[src/rtl/dmem_arbiter_pkg.sv]
// rtl/dmem_arbiter_pkg.sv - shared types for the data-memory arbiter
package dmem_arbiter_pkg;

  localparam int REQ_DATA_W = 32;
  localparam int REQ_ADDR_W = 9;

  typedef enum logic [1:0] {
    ARB,
    LOCKED,
    RELEASE
  } state_t;

  typedef enum logic {
    PORT_CORE,
    PORT_EXT
  } port_t;

  typedef struct packed {
    logic                  req;
    logic                  we;
    logic [REQ_ADDR_W-1:0] addr;
    logic [REQ_DATA_W-1:0] wdata;
    logic [2:0]            funct3;
  } req_t;

endpackage

[src/rtl/dmem_arbiter_if.sv]
// rtl/dmem_arbiter_if.sv - core, ext and memory signals of the data-memory arbiter
interface dmem_arbiter_if #(
  parameter int DATA_W     = 32,
  parameter int DM_ADDRESS = 9
);

  logic                  core_req;
  logic                  core_we;
  logic [DM_ADDRESS-1:0] core_addr;
  logic [DATA_W-1:0]     core_wdata;
  logic [2:0]            core_funct3;
  logic                  core_gnt;
  logic                  core_stall;
  logic                  core_rvalid;
  logic [DATA_W-1:0]     core_rdata;

  logic                  ext_req;
  logic                  ext_we;
  logic [DM_ADDRESS-1:0] ext_addr;
  logic [DATA_W-1:0]     ext_wdata;
  logic [2:0]            ext_funct3;
  logic                  ext_lock;
  logic                  ext_gnt;
  logic                  ext_rvalid;
  logic [DATA_W-1:0]     ext_rdata;

  logic                  mem_rd;
  logic                  mem_wr;
  logic [DM_ADDRESS-1:0] mem_addr;
  logic [DATA_W-1:0]     mem_wdata;
  logic [2:0]            mem_funct3;
  logic [DATA_W-1:0]     mem_rdata;

  modport arb (
    input  core_req, core_we, core_addr, core_wdata, core_funct3,
    output core_gnt, core_stall, core_rvalid, core_rdata,
    input  ext_req, ext_we, ext_addr, ext_wdata, ext_funct3, ext_lock,
    output ext_gnt, ext_rvalid, ext_rdata,
    output mem_rd, mem_wr, mem_addr, mem_wdata, mem_funct3,
    input  mem_rdata
  );

  modport host (
    output core_req, core_we, core_addr, core_wdata, core_funct3,
    input  core_gnt, core_stall, core_rvalid, core_rdata,
    output ext_req, ext_we, ext_addr, ext_wdata, ext_funct3, ext_lock,
    input  ext_gnt, ext_rvalid, ext_rdata,
    input  mem_rd, mem_wr, mem_addr, mem_wdata, mem_funct3,
    output mem_rdata
  );

endinterface

[src/rtl/dmem_req_mux.sv]
// rtl/dmem_req_mux.sv - grant-driven mux of the two request structs onto the memory port
module dmem_req_mux
  import dmem_arbiter_pkg::*;
(
  input  req_t                  core,
  input  req_t                  ext,
  input  logic                  core_gnt,
  input  logic                  ext_gnt,
  output logic                  rd,
  output logic                  wr,
  output logic [REQ_ADDR_W-1:0] addr,
  output logic [REQ_DATA_W-1:0] wdata,
  output logic [2:0]            funct3
);

  req_t sel;

  // With no grant everything collapses to zero, including the strobes.
  always_comb begin
    sel = '0;
    if (core_gnt) begin
      sel = core;
    end else if (ext_gnt) begin
      sel = ext;
    end
  end

  assign rd     = sel.req & ~sel.we;
  assign wr     = sel.req & sel.we;
  assign addr   = sel.addr;
  assign wdata  = sel.wdata;
  assign funct3 = sel.funct3;

endmodule

[src/rtl/dmem_arbiter.sv]
// rtl/dmem_arbiter.sv - core/ext arbiter for the single-ported data memory
module dmem_arbiter
  import dmem_arbiter_pkg::*;
#(
  parameter int DATA_W     = REQ_DATA_W,
  parameter int DM_ADDRESS = REQ_ADDR_W,
  parameter int STARVE_MAX = 4,
  parameter int LOCK_MAX   = 8
) (
  input logic         clk,
  input logic         reset,
  dmem_arbiter_if.arb bus
);

  localparam int SW = $clog2(STARVE_MAX + 1);
  localparam int LW = $clog2(LOCK_MAX + 1);
  localparam logic [SW-1:0] STARVE_FULL = SW'(STARVE_MAX);
  localparam logic [LW-1:0] LOCK_FULL   = LW'(LOCK_MAX);

  state_t        state, state_next;
  logic [SW-1:0] starve_cnt, starve_next;
  logic [LW-1:0] lock_cnt, lock_next;
  logic          core_gnt, ext_gnt;
  logic          tag_valid;
  port_t         tag_owner;

  req_t                  core_r, ext_r;
  logic                  mux_rd, mux_wr;
  logic [REQ_ADDR_W-1:0] mux_addr;
  logic [REQ_DATA_W-1:0] mux_wdata;
  logic [2:0]            mux_funct3;

  always_comb begin
    state_next  = state;
    core_gnt    = 1'b0;
    ext_gnt     = 1'b0;
    lock_next   = '0;
    starve_next = starve_cnt;
    unique case (state)
      ARB: begin
        if (bus.ext_req && (!bus.core_req || starve_cnt == STARVE_FULL)) begin
          ext_gnt = 1'b1;
        end else begin
          core_gnt = bus.core_req;
        end
        // The entry grant is the first of the locked burst.
        if (ext_gnt && bus.ext_lock) begin
          lock_next  = LW'(1);
          state_next = (LOCK_MAX == 1) ? RELEASE : LOCKED;
        end
      end
      LOCKED: begin
        ext_gnt   = bus.ext_req;
        lock_next = lock_cnt + 1'b1;
        if (!bus.ext_req || !bus.ext_lock) begin
          lock_next  = '0;
          state_next = ARB;
        end else if (lock_next == LOCK_FULL) begin
          state_next = RELEASE;
        end
      end
      RELEASE: begin
        core_gnt   = bus.core_req;
        state_next = ARB;
      end
      default: state_next = ARB;
    endcase

    if (!bus.ext_req || ext_gnt) begin
      starve_next = '0;
    end else if (starve_cnt != STARVE_FULL) begin
      starve_next = starve_cnt + 1'b1;
    end
  end

  always_ff @(posedge clk) begin
    if (reset) begin
      state      <= ARB;
      starve_cnt <= '0;
      lock_cnt   <= '0;
      tag_valid  <= 1'b0;
      tag_owner  <= PORT_CORE;
    end else begin
      state      <= state_next;
      starve_cnt <= starve_next;
      lock_cnt   <= lock_next;
      tag_valid  <= mux_rd;
      tag_owner  <= ext_gnt ? PORT_EXT : PORT_CORE;
    end
  end

  assign core_r = '{req: bus.core_req, we: bus.core_we, addr: REQ_ADDR_W'(bus.core_addr),
                    wdata: REQ_DATA_W'(bus.core_wdata), funct3: bus.core_funct3};
  assign ext_r  = '{req: bus.ext_req, we: bus.ext_we, addr: REQ_ADDR_W'(bus.ext_addr),
                    wdata: REQ_DATA_W'(bus.ext_wdata), funct3: bus.ext_funct3};

  dmem_req_mux u_mux (
    .core     (core_r),
    .ext      (ext_r),
    .core_gnt (core_gnt),
    .ext_gnt  (ext_gnt),
    .rd       (mux_rd),
    .wr       (mux_wr),
    .addr     (mux_addr),
    .wdata    (mux_wdata),
    .funct3   (mux_funct3)
  );

  assign bus.core_gnt    = core_gnt;
  assign bus.ext_gnt     = ext_gnt;
  assign bus.core_stall  = bus.core_req & ~core_gnt;
  assign bus.mem_rd      = mux_rd;
  assign bus.mem_wr      = mux_wr;
  assign bus.mem_addr    = DM_ADDRESS'(mux_addr);
  assign bus.mem_wdata   = DATA_W'(mux_wdata);
  assign bus.mem_funct3  = mux_funct3;

  // Read data belongs to whichever port owned last cycle's read; the other side sees zero.
  assign bus.core_rvalid = tag_valid && (tag_owner == PORT_CORE);
  assign bus.ext_rvalid  = tag_valid && (tag_owner == PORT_EXT);
  assign bus.core_rdata  = bus.core_rvalid ? bus.mem_rdata : '0;
  assign bus.ext_rdata   = bus.ext_rvalid ? bus.mem_rdata : '0;

endmodule

[src/flat_wrapper.sv]
// flat-port wrapper written by rule: the top's interface ports become plain ports
module dmem_arbiter_flat import dmem_arbiter_pkg::*;
#(
  parameter int DATA_W     = REQ_DATA_W,
  parameter int DM_ADDRESS = REQ_ADDR_W,
  parameter int STARVE_MAX = 4,
  parameter int LOCK_MAX   = 8
)
  (clk, reset, bus_core_req, bus_core_we, bus_core_addr, bus_core_wdata, bus_core_funct3, bus_core_gnt, bus_core_stall, bus_core_rvalid, bus_core_rdata, bus_ext_req, bus_ext_we, bus_ext_addr, bus_ext_wdata, bus_ext_funct3, bus_ext_lock, bus_ext_gnt, bus_ext_rvalid, bus_ext_rdata, bus_mem_rd, bus_mem_wr, bus_mem_addr, bus_mem_wdata, bus_mem_funct3, bus_mem_rdata);
  dmem_arbiter_if #(.DATA_W(DATA_W), .DM_ADDRESS(DM_ADDRESS)) bus_i ();
  input logic clk;
  input logic reset;
  input wire logic [$bits(bus_i.core_req)-1:0] bus_core_req;
  input wire logic [$bits(bus_i.core_we)-1:0] bus_core_we;
  input wire logic [$bits(bus_i.core_addr)-1:0] bus_core_addr;
  input wire logic [$bits(bus_i.core_wdata)-1:0] bus_core_wdata;
  input wire logic [$bits(bus_i.core_funct3)-1:0] bus_core_funct3;
  output wire logic [$bits(bus_i.core_gnt)-1:0] bus_core_gnt;
  output wire logic [$bits(bus_i.core_stall)-1:0] bus_core_stall;
  output wire logic [$bits(bus_i.core_rvalid)-1:0] bus_core_rvalid;
  output wire logic [$bits(bus_i.core_rdata)-1:0] bus_core_rdata;
  input wire logic [$bits(bus_i.ext_req)-1:0] bus_ext_req;
  input wire logic [$bits(bus_i.ext_we)-1:0] bus_ext_we;
  input wire logic [$bits(bus_i.ext_addr)-1:0] bus_ext_addr;
  input wire logic [$bits(bus_i.ext_wdata)-1:0] bus_ext_wdata;
  input wire logic [$bits(bus_i.ext_funct3)-1:0] bus_ext_funct3;
  input wire logic [$bits(bus_i.ext_lock)-1:0] bus_ext_lock;
  output wire logic [$bits(bus_i.ext_gnt)-1:0] bus_ext_gnt;
  output wire logic [$bits(bus_i.ext_rvalid)-1:0] bus_ext_rvalid;
  output wire logic [$bits(bus_i.ext_rdata)-1:0] bus_ext_rdata;
  output wire logic [$bits(bus_i.mem_rd)-1:0] bus_mem_rd;
  output wire logic [$bits(bus_i.mem_wr)-1:0] bus_mem_wr;
  output wire logic [$bits(bus_i.mem_addr)-1:0] bus_mem_addr;
  output wire logic [$bits(bus_i.mem_wdata)-1:0] bus_mem_wdata;
  output wire logic [$bits(bus_i.mem_funct3)-1:0] bus_mem_funct3;
  input wire logic [$bits(bus_i.mem_rdata)-1:0] bus_mem_rdata;
  assign bus_i.core_req = bus_core_req;
  assign bus_i.core_we = bus_core_we;
  assign bus_i.core_addr = bus_core_addr;
  assign bus_i.core_wdata = bus_core_wdata;
  assign bus_i.core_funct3 = bus_core_funct3;
  assign bus_core_gnt = bus_i.core_gnt;
  assign bus_core_stall = bus_i.core_stall;
  assign bus_core_rvalid = bus_i.core_rvalid;
  assign bus_core_rdata = bus_i.core_rdata;
  assign bus_i.ext_req = bus_ext_req;
  assign bus_i.ext_we = bus_ext_we;
  assign bus_i.ext_addr = bus_ext_addr;
  assign bus_i.ext_wdata = bus_ext_wdata;
  assign bus_i.ext_funct3 = bus_ext_funct3;
  assign bus_i.ext_lock = bus_ext_lock;
  assign bus_ext_gnt = bus_i.ext_gnt;
  assign bus_ext_rvalid = bus_i.ext_rvalid;
  assign bus_ext_rdata = bus_i.ext_rdata;
  assign bus_mem_rd = bus_i.mem_rd;
  assign bus_mem_wr = bus_i.mem_wr;
  assign bus_mem_addr = bus_i.mem_addr;
  assign bus_mem_wdata = bus_i.mem_wdata;
  assign bus_mem_funct3 = bus_i.mem_funct3;
  assign bus_i.mem_rdata = bus_mem_rdata;
  dmem_arbiter #(.DATA_W(DATA_W), .DM_ADDRESS(DM_ADDRESS), .STARVE_MAX(STARVE_MAX), .LOCK_MAX(LOCK_MAX)) u_core (.clk(clk), .reset(reset), .bus(bus_i));
endmodule
[config.mk]
export PLATFORM = sky130hd
export DESIGN_NAME = dmem_arbiter_flat
export DESIGN_NICKNAME = d
export VERILOG_FILES = /design/src/rtl/dmem_arbiter_pkg.sv /design/src/rtl/dmem_arbiter_if.sv /design/src/rtl/dmem_req_mux.sv /design/src/rtl/dmem_arbiter.sv /design/src/flat_wrapper.sv
export SDC_FILE = /design/constraint.sdc
export NUM_CORES = 1
export LEC_CHECK = 0
export BUFFER_PORTS_ARGS = -buffer_cell sky130_fd_sc_hd__buf_2
export CORE_AREA = 5 5 91 93
export CTS_CLUSTER_DIAMETER = 150
export CTS_CLUSTER_SIZE = 10
export DETAILED_ROUTE_END_ITERATION = 16
export DIE_AREA = 0 0 96 98
export GPL_ROUTABILITY_DRIVEN = 0
export HOLD_SLACK_MARGIN = 0.15
export REMOVE_ABC_BUFFERS = 1
export SETUP_SLACK_MARGIN = 0.2
export SYNTH_ARGS = -nofsm -noshare
export SYNTH_HDL_FRONTEND = slang
export SYNTH_HIERARCHICAL = 1
export SYNTH_SLANG_ARGS = --single-unit
[constraint.sdc]
create_clock -name clk -period 2.2 [get_ports clk]
set_input_delay 0.44 -clock clk [delete_from_list [all_inputs] [get_ports clk]]
set_output_delay 0.44 -clock clk [all_outputs]
set_load 0.05 [all_outputs]
### Word level (Yosys, flattened, before mapping)

Cells that the tools add are included.
W data, S select, Z words.

* $add $sub $neg: 2
* equality and inequality tests: 7
* multiplexer cells: 17
* bitwise operators: 6
* reductions and logical operators: 13

Operators by type and width (number)
* $mux W46: 2
* $mux W32: 2
* $pmux W4 S2: 1
* $mux W2: 3
* $mux W1: 5
* $add A4 B1 Y4 const B: 1
* $eq A4 B4 Y1 const B: 1
* $logic_and A1 B1 Y1: 4
* $mux W4: 1
* $pmux W1 S2: 2
* $pmux W2 S2: 1
* $add A3 B1 Y3 const B: 1
* $and A1 B1 Y1: 3
* $eq A3 B3 Y1 const B: 1
* $logic_not A1 Y1: 3
* $logic_or A1 B1 Y1: 3
* $ne A3 B1 Y1 const B: 1
* $ne A3 B3 Y1 const B: 1
* $not A1 Y1: 3
* $eq A2 B1 Y1 const B: 1
* $eq A2 B2 Y1 const B: 1
* $logic_not A2 Y1: 1
* $ne A2 B1 Y1 const B: 1
* $reduce_and A2 Y1: 1
* $reduce_or A2 Y1: 1

* bits in registers: 11
* input bits: 127
* output and inout port bits: 115
* word-level logic and storage cells: 50

### Logic depth before layout (Yosys ltp)

* depth after elaboration: 10
* depth in mapped cells: 10
* mapped depth without buffers: 8

### Cells and area by module

The synthesis kept the hierarchy.

By module, submodules not included
* dmem_arbiter: times used 1, cells an instance 124, area an instance 985.9 um^2, sequential area each 220.2 um^2
* dmem_req_mux: times used 1, cells an instance 66, area an instance 566.8 um^2, sequential area each 0.0 um^2

### Worst setup path before layout

No wires, ideal clock.

* path type: reg-to-output
* start: reg u_core.starve_cnt[0]
* end: out bus_mem_rd
* arrival time: 2.646 ns
* data required time: 1.760 ns
* path slack: -0.886 ns
* cell stages (with the launch flop): 10
* buffers on the path: 2
* path through: dfxtp_1 > inv_1 > ha_1 > nand2_1 > nor2_1 > nor2_1 > buf_4 > buf_2 > nand2_1 > o32ai_1

* elaborated cells between the ends (all ways): 12
* those cells by class: eq/ne (1); mux (7); bitwise (2); reduce/logical (2)

RTL lines
* start: declaration: line dmem_arbiter.sv:21 `logic [SW-1:0] starve_cnt, starve_next;`
* start signal: assignment: line dmem_arbiter.sv:85 `starve_cnt <= starve_next;`
* $eq A3 B3 Y1 *: line dmem_arbiter.sv:41 `if (bus.ext_req && (!bus.core_req || starve_cnt == STARVE_FULL)) begin`
* $logic_or A1 B1 Y1 *: line dmem_arbiter.sv:41
* $logic_and A1 B1 Y1 *: line dmem_arbiter.sv:41
* $mux W1 *: line dmem_arbiter.sv:41
* $pmux W1 S2 *: line dmem_arbiter.sv:39 `unique case (state)`
* via bus_core_gnt: line flat_wrapper.sv:18 `output wire logic [$bits(bus_i.core_gnt)-1:0] bus_core_gnt;`
* $mux W46 *: line dmem_req_mux.sv:21 `if (core_gnt) begin`
* $not A1 Y1: line dmem_req_mux.sv:28 `assign rd = sel.req & ~sel.we;`
* $and A1 B1 Y1 *: line dmem_req_mux.sv:28
* end: declaration: line flat_wrapper.sv:31 `output wire logic [$bits(bus_i.mem_rd)-1:0] bus_mem_rd;`

Mark *: on every way through the listed nets, which the timed path passes. The rest lies on a longest branch. The select of a mux whose other input is x is not followed.

### Worst setup path after layout

* start: reg u_core.starve_cnt[0]
* end: out bus_mem_wdata[1]

* cells in the longest elaborated chain, start to end: 8
* elaborated cells between the ends (all ways): 10
* those cells by class: eq/ne (1); mux (7); reduce/logical (2)

RTL lines
* $eq A3 B3 Y1 *: line dmem_arbiter.sv:41
* $logic_or A1 B1 Y1 *: line dmem_arbiter.sv:41
* $logic_and A1 B1 Y1 *: line dmem_arbiter.sv:41
* $mux W1: line dmem_arbiter.sv:41
* $mux W1: line dmem_arbiter.sv:39
* $pmux W1 S2: line dmem_arbiter.sv:39
* $mux W46: line dmem_req_mux.sv:23 `end else if (ext_gnt) begin`
* $mux W46 *: line dmem_req_mux.sv:21
* end: declaration: line flat_wrapper.sv:34 `output wire logic [$bits(bus_i.mem_wdata)-1:0] bus_mem_wdata;`

Mark *: on every way between the ends. The rest lies on a longest branch, timed or not. The select of a mux whose other input is x is not followed.

==> impl_metrics.yaml <==
cts:
  cts_tree: "yes"
  clock_sinks: 11
  cts_inserted_buffers: 3
  htreeDepth: 1
  holdBufCountCts: 0
  clock_latency_ns: 0.23
  clock_path_buffers: 2
  root_buffer: "clkbuf_8"
  path_clk_slew_ns: 0.05
timing:
  rsz0062_at_grt: "yes"
  tightest_slew_ns: 0.325
  worst_slack_ns: -0.113
  hold_violations: 0
  fin_crit_sh_pct: 105
  finClkSkew_ns: 0.00490
  slew_viol_final: 0
  layout_min_cycle_time_ns: 2.31
  max_slew_margin_pct: 78.3
  setup_viol: 36
  max_freq_mhz: 432
logic_synthesis:
  ys_ff_latch: 11
  synth-warning-count: 6
  ys_seq_area_share_pct: 14.2
  yosysUniqueCellTypes: 33
  syn_area_per_cell_um2: 8.17
  netlist_instances: 190
  syn_area_um2: 1550
place:
  post_dp_cell_area_um2: 2850
  hpwl_um: 7000
  place_worst_setup_slack_ns: -0.0220
  dp_cells: 524
  portBuffers: 241
cells_and_area:
  drive_gt1_share_pct: 65.5
  stdcell_count: 544
  layout_commonest_cell: "buf_2"
  nets: 572
  final_cell_mix: "193 x buf_2, 48 x buf_6, 41 x a22o_1"
  area_growth_pct: 122
  fin_area_um2: 3440
worst_setup_path:
  path_delay_family: "buffers and inverters"
  critPathMaxFanout: 5
  r2r_cells: 10
  cp_cell_sequence: "inv_2, ha_4, and2_4, o21ba_4, nor2b_4, buf_6, buf_16, a22o_1, buf_6"
  worst_setup_path_end_kind: "output pin"
  crit_buf_inv: 4
  reg2reg_slack_ns: 0.61
  rr_endpoint: "u_core/tag_valid"
  max_stage_delay_ns: 0.33
  critPathArrivalTime_ns: 1.87
  worstSetupStartpointType: "register"
  slowest_stage: "dfxtp_2"
  cp_common_cell: "buf_6"
  r2r_start: "u_core/starve_cnt[0]"
  path_class: "reg -> out"
  cp.required_ns: 1.76
floorplan:
  num_rows: 32
  start_util_pct: 20.9
  die_area_um2: 9410
  coreArea_um2: 7450
  io_pins: 242
  die_h_um: 98
  die_x_um: 96
min_path:
  hold_class: "in -> reg"
  hold_path_depth: 2
  min_from: "reset"
  hold-path-endpoint: "u_core/tag_owner"
detailed_routing:
  viasPerCell: 4.53
  via_count: 2464
  dr.pass1.iters: 4
  drc: 0
  wl_per_cell_um: 15.9
  drt_iter0_drc: 66
  ant_nets: 0
  routed_wl_um: 8660
job:
  drv_cap: 0
global_routing:
  grt.total_usage_pct: 16.1
  grt_pass1_wl_um: 12000
  grt_max_degree: 38
  first_global_vias: 2434
  grt_antenna_before_repair: 1
  gr-total-overflow: 0
power:
  p_per_area_nw_per_um2: 357
  p_leak_nw: 2.02
  power_w: 0.00123
  ir_drop_mv: 0.175
run_status:
  outcome: "complete, but fails checks"
  violations: "negative setup slack"
[stage by stage]
stage | TNS, ns | utilization [%] | hold slack (ns)
after global routing | -4.97 | 46.2 | 0.419
after floorplan | -106.98 | - | 0.462
after detailed placement | -0.0336 | 38.2 | 0.483
final | -2.18 | 46.2 | 0.411
after global placement | 0 | 38.2 | 0.490
after CTS | -2.46 | 45.3 | 0.401
[routing by layer]
metal  track usage [%]  part of all wire (%)  up-vias
li1                  -                     -     1201
met5                 0                     0        -
met3              4.01                    12        8
met4              4.81                   1.3        0
met2              30.8                    54      158
met1              16.7                    33     1097
[cell families after synthesis]
kind of cell	synth area share, %
AO/OA/AOI/OAI	28.3
XOR/XNOR	2.26
adder cells (fa/ha/maj)	2.42
buffers and inverters	12.4
flip-flops	14.2
multiplexers	0.645
AND/OR/NAND/NOR	39.8
[power breakdown]
part,leakage (nW),internal [W],switching (W)
combinational,1.91,0.000338,0.000493
clock,0.0228,0.000126,0.0000648
sequential,0.0901,0.000204,0.00000470
[worst max path at each step]
stage | cells past startpoint | start | end
after global routing | 9 | u_core/starve_cnt[0] | bus_mem_wdata[22]
after floorplan | 6 | u_core/starve_cnt[0] | bus_mem_addr[7]
final | 9 | u_core/starve_cnt[0] | bus_mem_wdata[1]
after global placement | 9 | u_core/starve_cnt[0] | bus_mem_wdata[22]
after CTS | 9 | u_core/starve_cnt[0] | bus_mem_wdata[22]
after detailed placement | 9 | u_core/starve_cnt[0] | bus_mem_wdata[22]
[flip-flops by register name, indices dropped and copies added, names as in the netlist]
register / cells
u_core/state: 2
u_core/tag_valid: 1
u_core/tag_owner: 1
u_core/starve_cnt: 3
u_core/lock_cnt: 4
[synth_stat cells]
library cell  number  area share, %
o21ai_1            1           0.32
inv_1              2           0.48
nand3b_1           1           0.48
buf_2              2           0.64
and4bb_1           1           0.81
nor2b_4            2            1.8
nor2_1             4           0.97
buf_4              1           0.48
xnor2_1            3            1.7
mux2i_1            1           0.64
nand3_1            3           0.97
and3_1            33             13
o21ba_4            1            1.0
and2_1            33             13
o21a_1             1           0.48
a22o_1            42             24
dfxtp_1           11             14
nand2b_4           1           0.89
buf_12             5            6.4
nand2_1           10            2.4
a41oi_1            1           0.56
o21ai_0            4            1.3
nor3b_2            1           0.81
nand2b_1           2           0.81
xor2_1             1           0.56
ha_1               3            2.4
and2_4             1           0.56
o32ai_1            1           0.56
nor3_2             3            1.9
clkbuf_1           9            2.2
a21oi_1            1           0.32
buf_6              3            2.2
nor2b_1            2           0.81
[layout make-up]
cell class / instances / area, um^2
Tap cell: 102 / 128
Clock buffer: 4 / 45.0
Multi-Input combinational cell: 158 / 1200
Inverter: 2 / 7.51
Fill cell: 736 / 4010
Antenna cell: 1 / 2.50
Timing Repair Buffer: 266 / 1840
Sequential cell: 11 / 223
[worst reg2reg max path: stages (launching register included)]
cell and delay, ns:
dfxtp_2 0.33, inv_2 0.05, ha_4 0.15, nand2_1 0.10
nor2_4 0.06, nor2_4 0.14, buf_12 0.22, nand2_2 0.07
o32ai_2 0.11, buf_4 0.17, nor2b_1 0.11
[timing repair]
action                     4_1_cts  5_1_grt
gates cloned                     3        2
setup buffers                   10        0
pin swaps                        7        6
setup endpoints to repair       48       80
gates resized for setup        106       10
Power figures use the tool's default switching activity.
